**config.mk**
```make
export PLATFORM = sky130hd
export DESIGN_NAME = bin_2_bcd_seq
export DESIGN_NICKNAME = d
export VERILOG_FILES = /design/src/rtl/bin_2_bcd_seq.sv
export SDC_FILE = /design/constraint.sdc
export NUM_CORES = 1
export LEC_CHECK = 0
export ABC_AREA = 0
export BUFFER_PORTS_ARGS = -buffer_cell sky130_fd_sc_hd__buf_2
export CAP_MARGIN = 15
export CELL_PAD_IN_SITES_DETAIL_PLACEMENT = 1
export CELL_PAD_IN_SITES_GLOBAL_PLACEMENT = 1
export CORE_ASPECT_RATIO = 1.25
export CORE_MARGIN = 3
export CORE_UTILIZATION = 41
export CTS_BUF_LIST = sky130_fd_sc_hd__clkbuf_2 sky130_fd_sc_hd__clkbuf_4 sky130_fd_sc_hd__clkbuf_8
export DETAILED_ROUTE_END_ITERATION = 16
export GPL_TIMING_DRIVEN = 1
export PLACE_DENSITY_LB_ADDON = 0.1
export SETUP_SLACK_MARGIN = 0.1
export SLEW_MARGIN = 20
export SYNTH_ARGS = -nofsm -noshare
export SYNTH_HDL_FRONTEND = slang
export SYNTH_SLANG_ARGS = --single-unit
```
**constraint.sdc**
```tcl
create_clock -name clk_i -period 2.6 [get_ports clk_i]
set_clock_uncertainty 0.05 [all_clocks]
set_input_delay 0.78 -clock clk_i [delete_from_list [all_inputs] [get_ports clk_i]]
set_output_delay 0.78 -clock clk_i [all_outputs]
set_load 0.01 [all_outputs]
```
**src/rtl/bin_2_bcd_seq.sv**
```systemverilog
// rtl/bin_2_bcd_seq.sv - sequential shift-and-add-3 binary to BCD converter
//
// Converts an unsigned BIN_WIDTH-bit value into BCD_WIDTH decimal digits,
// one input bit per clock, with a valid/ready request handshake, saturating
// overflow and per-digit leading-zero blank flags.
//
// Ports:
//   clk_i       system clock
//   rst_i       asynchronous active-high reset
//   bin_i       binary value, sampled when valid_i && ready_o
//   valid_i     conversion request
//   ready_o     converter idle, request will be accepted
//   bcd_o       result digits, index 0 = least significant
//   blank_o     per-digit leading-zero blank flag (bit 0 always 0)
//   overflow_o  value exceeded 10^BCD_WIDTH-1 (result saturated to all 9s)
//   valid_o     one-cycle pulse, result outputs updated

module bin_2_bcd_seq #(
    parameter int BIN_WIDTH = 16,
    parameter int BCD_WIDTH = 5,
    parameter bit BLANK_LZ  = 1'b1
) (
    input  logic                       clk_i,
    input  logic                       rst_i,
    input  logic [BIN_WIDTH-1:0]       bin_i,
    input  logic                       valid_i,
    output logic                       ready_o,
    output logic [BCD_WIDTH-1:0][3:0]  bcd_o,
    output logic [BCD_WIDTH-1:0]       blank_o,
    output logic                       overflow_o,
    output logic                       valid_o
);

    // A 1-bit counter is kept even for BIN_WIDTH = 1 so the register exists.
    localparam int CNT_W = (BIN_WIDTH > 1) ? $clog2(BIN_WIDTH) : 1;

    typedef enum logic [1:0] {
        IDLE   = 2'd0,
        SHIFT  = 2'd1,
        FINISH = 2'd2
    } state_t;

    state_t                      state_q;
    state_t                      state_d;
    logic [BIN_WIDTH-1:0]        shift_q;
    logic [BCD_WIDTH-1:0][3:0]   work_q;
    logic [BCD_WIDTH-1:0][3:0]   work_adj;
    logic [BCD_WIDTH-1:0][3:0]   work_d;
    logic                        top_bit_out;
    logic                        ovf_q;
    logic [CNT_W-1:0]            cnt_q;
    logic [BCD_WIDTH-1:0]        blank_d;
    logic                        all_zero;

    assign ready_o = (state_q == IDLE);

    // Add-3 correction followed by the one-bit left shift of {work, shift}.
    // A digit >= 5 becomes >= 8 after correction, so its bit 3 is exactly the
    // decimal carry; out of the top digit that carry means the value no longer
    // fits in BCD_WIDTH digits.
    always_comb begin
        work_adj = work_q;
        for (int d = 0; d < BCD_WIDTH; d++) begin
            if (work_q[d] >= 4'd5) begin
                work_adj[d] = work_q[d] + 4'd3;
            end
        end
        {top_bit_out, work_d} = {work_adj, shift_q[BIN_WIDTH-1]};
    end

    // Digit d is blanked when it and every more significant digit are zero.
    // Digit 0 is never blanked so a zero value still shows a single "0".
    always_comb begin
        blank_d  = '0;
        all_zero = 1'b1;
        for (int d = BCD_WIDTH - 1; d >= 1; d--) begin
            all_zero   = all_zero && (work_q[d] == 4'd0);
            blank_d[d] = all_zero;
        end
        if (!BLANK_LZ || ovf_q) begin
            blank_d = '0;
        end
    end

    always_comb begin
        state_d = state_q;
        case (state_q)
            IDLE:    if (valid_i) state_d = SHIFT;
            SHIFT:   if (cnt_q == '0) state_d = FINISH;
            FINISH:  state_d = IDLE;
            default: state_d = IDLE;
        endcase
    end

    always_ff @(posedge clk_i or posedge rst_i) begin
        if (rst_i) begin
            state_q <= IDLE;
        end else begin
            state_q <= state_d;
        end
    end

    always_ff @(posedge clk_i or posedge rst_i) begin
        if (rst_i) begin
            shift_q    <= '0;
            work_q     <= '0;
            ovf_q      <= 1'b0;
            cnt_q      <= '0;
            bcd_o      <= '0;
            blank_o    <= '0;
            overflow_o <= 1'b0;
            valid_o    <= 1'b0;
        end else begin
            valid_o <= 1'b0;
            case (state_q)
                IDLE: begin
                    if (valid_i) begin
                        shift_q <= bin_i;
                        work_q  <= '0;
                        ovf_q   <= 1'b0;
                        cnt_q   <= CNT_W'(BIN_WIDTH - 1);
                    end
                end
                SHIFT: begin
                    work_q  <= work_d;
                    shift_q <= shift_q << 1;
                    cnt_q   <= cnt_q - CNT_W'(1);
                    if (top_bit_out) begin
                        ovf_q <= 1'b1;
                    end
                end
                FINISH: begin
                    valid_o    <= 1'b1;
                    overflow_o <= ovf_q;
                    blank_o    <= blank_d;
                    bcd_o      <= ovf_q ? {BCD_WIDTH{4'd9}} : work_q;
                end
                default: ;
            endcase
        end
    end

endmodule

```
==> impl_metrics.ini <==
[worst_setup_path]
path_delay_family = flip-flops
critical_path.max_stage_delay_ns = 0.70
startpoint_type = register
crit_buf_inv = 1
cp-end-kind = primary output
cp_cell_sequence = nor2_1, buf_2
crit_required_ns = 1.77
timing.rr.start = state_q[0]
cp_slowest_cell = dfrtp_1
crit_fanout = 18
crit_type = register to primary output
crit_arrival_ns = 1.27
setup.worst_path.start = state_q[0]

[power]
finalPower_uw = 4780
p_leak_uw = 0.00189
power.switching_uw = 1840
sw_frac_of_total_pct = 38.4
vdd_drop_max_mv = 0.549
seqPwrFrac_pct = 37.9
pwr-share-clk_pct = 23.4
power_frac_comb_pct = 38.7
intPower_uw = 2950
power_density_mw_per_mm2 = 1220

[cts]
clk_path_buf_depth = 2
cts_setup_buffers = 0
clk_latency_ns = 0.35
cts_buffers = 9
htree_num_levels = 3
cts_hold_buf = 0
cts_tree = yes
cts.repair.resized = 0
path_clk_slew_ns = 0.08
cts_root_buf = clkbuf_8
clock_sinks = 69

[synthesis]
yosys_warnings = 0
synthesis.nets = 377
synthAdderAreaFrac_pct = 5.64
synth_mux_area_share_pct = 0.676
yosysTopAreaCell = dfrtp_1
ys_types = 37
syn_area_mm2 = 0.00333
synth_compound_area_share_pct = 18.4
synth_top_cell_area_share_pct = 51.9
ys_ff_latch = 69
synthXorXnorAreaFrac_pct = 1.84
synth-simple-area-share_pct = 16.8
avgSynthCellArea_um2 = 9.71
synth_top_family_by_area = compound AO/OA/AOI/OAI gates
synth_area_leaders = dfrtp_1 (52%), o21ai_1 (5.9%), ha_1 (5.6%)
syn_inst = 343
ys_seq_area_share_pct = 51.9

[route]
drt_iter0_drc = 131
first_pass_iters = 4
drc_errors = 0
via_count = 2601
routed_wl_um = 7660
wl_per_cell_um = 15.8
viasPerCell = 5.35
drtAntennaViolNets = 0

[placed_design]
dp_hpwl_um = 5330
io_buffers = 45
dp_slack_ns = 0.602
routabilityCongestion = 0.805
dpl_cell_area_mm2 = 0.00366

[global_routing]
gr-usage-met2_pct = 28.6
met3_usage_pct = 2.61
busiest_layer = met2
grtUsageTotal_pct = 18.1
grt_max_degree = 52
grt-ovfl-total = 0
antenna_found_initial = 0
grt_pass1_wl_um = 13200
grtUsageMet1_pct = 24.6
grt_pass1_vias = 2701

[min_path]
hold_path.class = primary input to async pin

[outcome]
status = finished, final reports clean

[timing]
fin_crit_ns = 2.10
setup_viol = 0
drv_slew = 0
hold_violations = 0
setup_ws_ns = 0.498
worst_slew_margin_rel_pct = 50.4
worst_pin_slew_ns = 0.742
clock.fmax_ghz = 0.476
setup_tns_ns = 0
period_share_pct = 80.8
rsz0062_at_grt = false

[floorplan]
coreArea_mm2 = 0.00784
fp.dieW_um = 86.6
start_util_pct = 42.5
ioPinCount = 47
dieArea_mm2 = 0.00924
die_y_um = 107
rows = 36

[layout]
mostFrequentLayoutCell = dfrtp_1
stdcell_area_mm2 = 0.00392
most-common-layout-cells = dfrtp_1 (69), nand2_1 (49), buf_2 (45)
final_layout_size_suffix_gt1_share_pct = 19.7
nets = 420
area_delta_synth_final_pct = 17.7
antenna_cells = 0

[job]
maxCapViolCount = 0
[through the flow]
stage | instances | hold WS (ns) | utilization (%)
floorplan | 343 | 0.397 | -
global placement | 470 | 0.404 | 46.7
global route | 486 | 0.418 | 50.0
CTS | 486 | 0.398 | 50.0
detailed placement | 470 | 0.415 | 46.7
finish | 486 | 0.394 | 50.0
[power by group through the flow]
stage,combinational [uW],sequential (uW),clock (uW)
finish,1850,1810,1120
global route,2140,1880,1190
CTS,1900,1820,1140
detailed placement,1880,1840,0
global placement,1810,1820,0
floorplan,1360,1760,0
[layout make-up]
type,instances,area [um2]
inverters,16,63.8
clock inverters,5,106
multi-input cells,236,1450
fillers,921,3920
repair buffers,54,305
flip-flops and latches,69,1730
clock buffers,11,151
well taps,95,119
[worst paths after layout]
check | end | slack, ns | cells past startpoint
worst min-delay path | bcd_o[1] | 0.39 | 2
max in group asynchronous | bcd_o[17] | 1.48 | 3
worst max-delay path | ready_o | 0.50 | 2
worst max register to register | work_q[7] | 0.61 | 3
min in group clk_i | bcd_o[5] | 0.43 | 2
worst min register to register | bcd_o[5] | 0.43 | 2
[logic make-up after synthesis]
kind of cell | count (synthesis)
DFF | 69
adders and majority gates | 15
buffers and inverters | 38
other | 1
and+or+nand+nor | 108
xor gates and xnor gates | 7
muxes | 2
AOI/OAI and AO/OA | 103
[worst register-to-register path, delay by kind of cell, from the launching register on]
family	cells	cell delay (ns)
flip-flops	1	0.70
AND/OR/NAND/NOR	1	0.60
AO/OA/AOI/OAI	2	0.59
[Yosys cell counts]
master	n
o31ai_1	11
mux2_1	2
xnor2_1	5
a32o_1	5
ha_1	15
nor2_1	18
or4b_2	1
or4b_4	1
o21ai_0	7
buf_4	1
inv_1	13
or2b_1	1
nor2b_1	2
o32ai_1	1
nor3b_1	3
xor2_1	2
o22ai_1	8
nand2_1	49
buf_1	1
a31oi_1	3
o311ai_1	5
o21ai_1	39
a22oi_1	3
nor4_1	1
buf_2	3
nor3_1	2
conb_1	1
and3b_1	11
and2_1	2
dfrtp_1	69
inv_2	3
nor4b_4	1
buf_6	1
nand3_1	7
a21oi_1	21
nand2b_1	9
clkbuf_1	16
[metal layers]
layer | share of wire, % | wire length, um
met1 | 47 | 3580
met2 | 48 | 3690
met3 | 3.3 | 251
met4 | 1.9 | 143
met5 | 0 | 0
[registers in the layout (all words and copies together), names as in the netlist]
| register | count |
|---|---|
| cnt_q | 4 |
| overflow_o | 1 |
| blank_o | 4 |
| shift_q | 16 |
| valid_o | 1 |
| state_q | 2 |
| work_q | 20 |
| bcd_o | 20 |
| ovf_q | 1 |
Note: power is estimated with default switching activity, not from simulation.
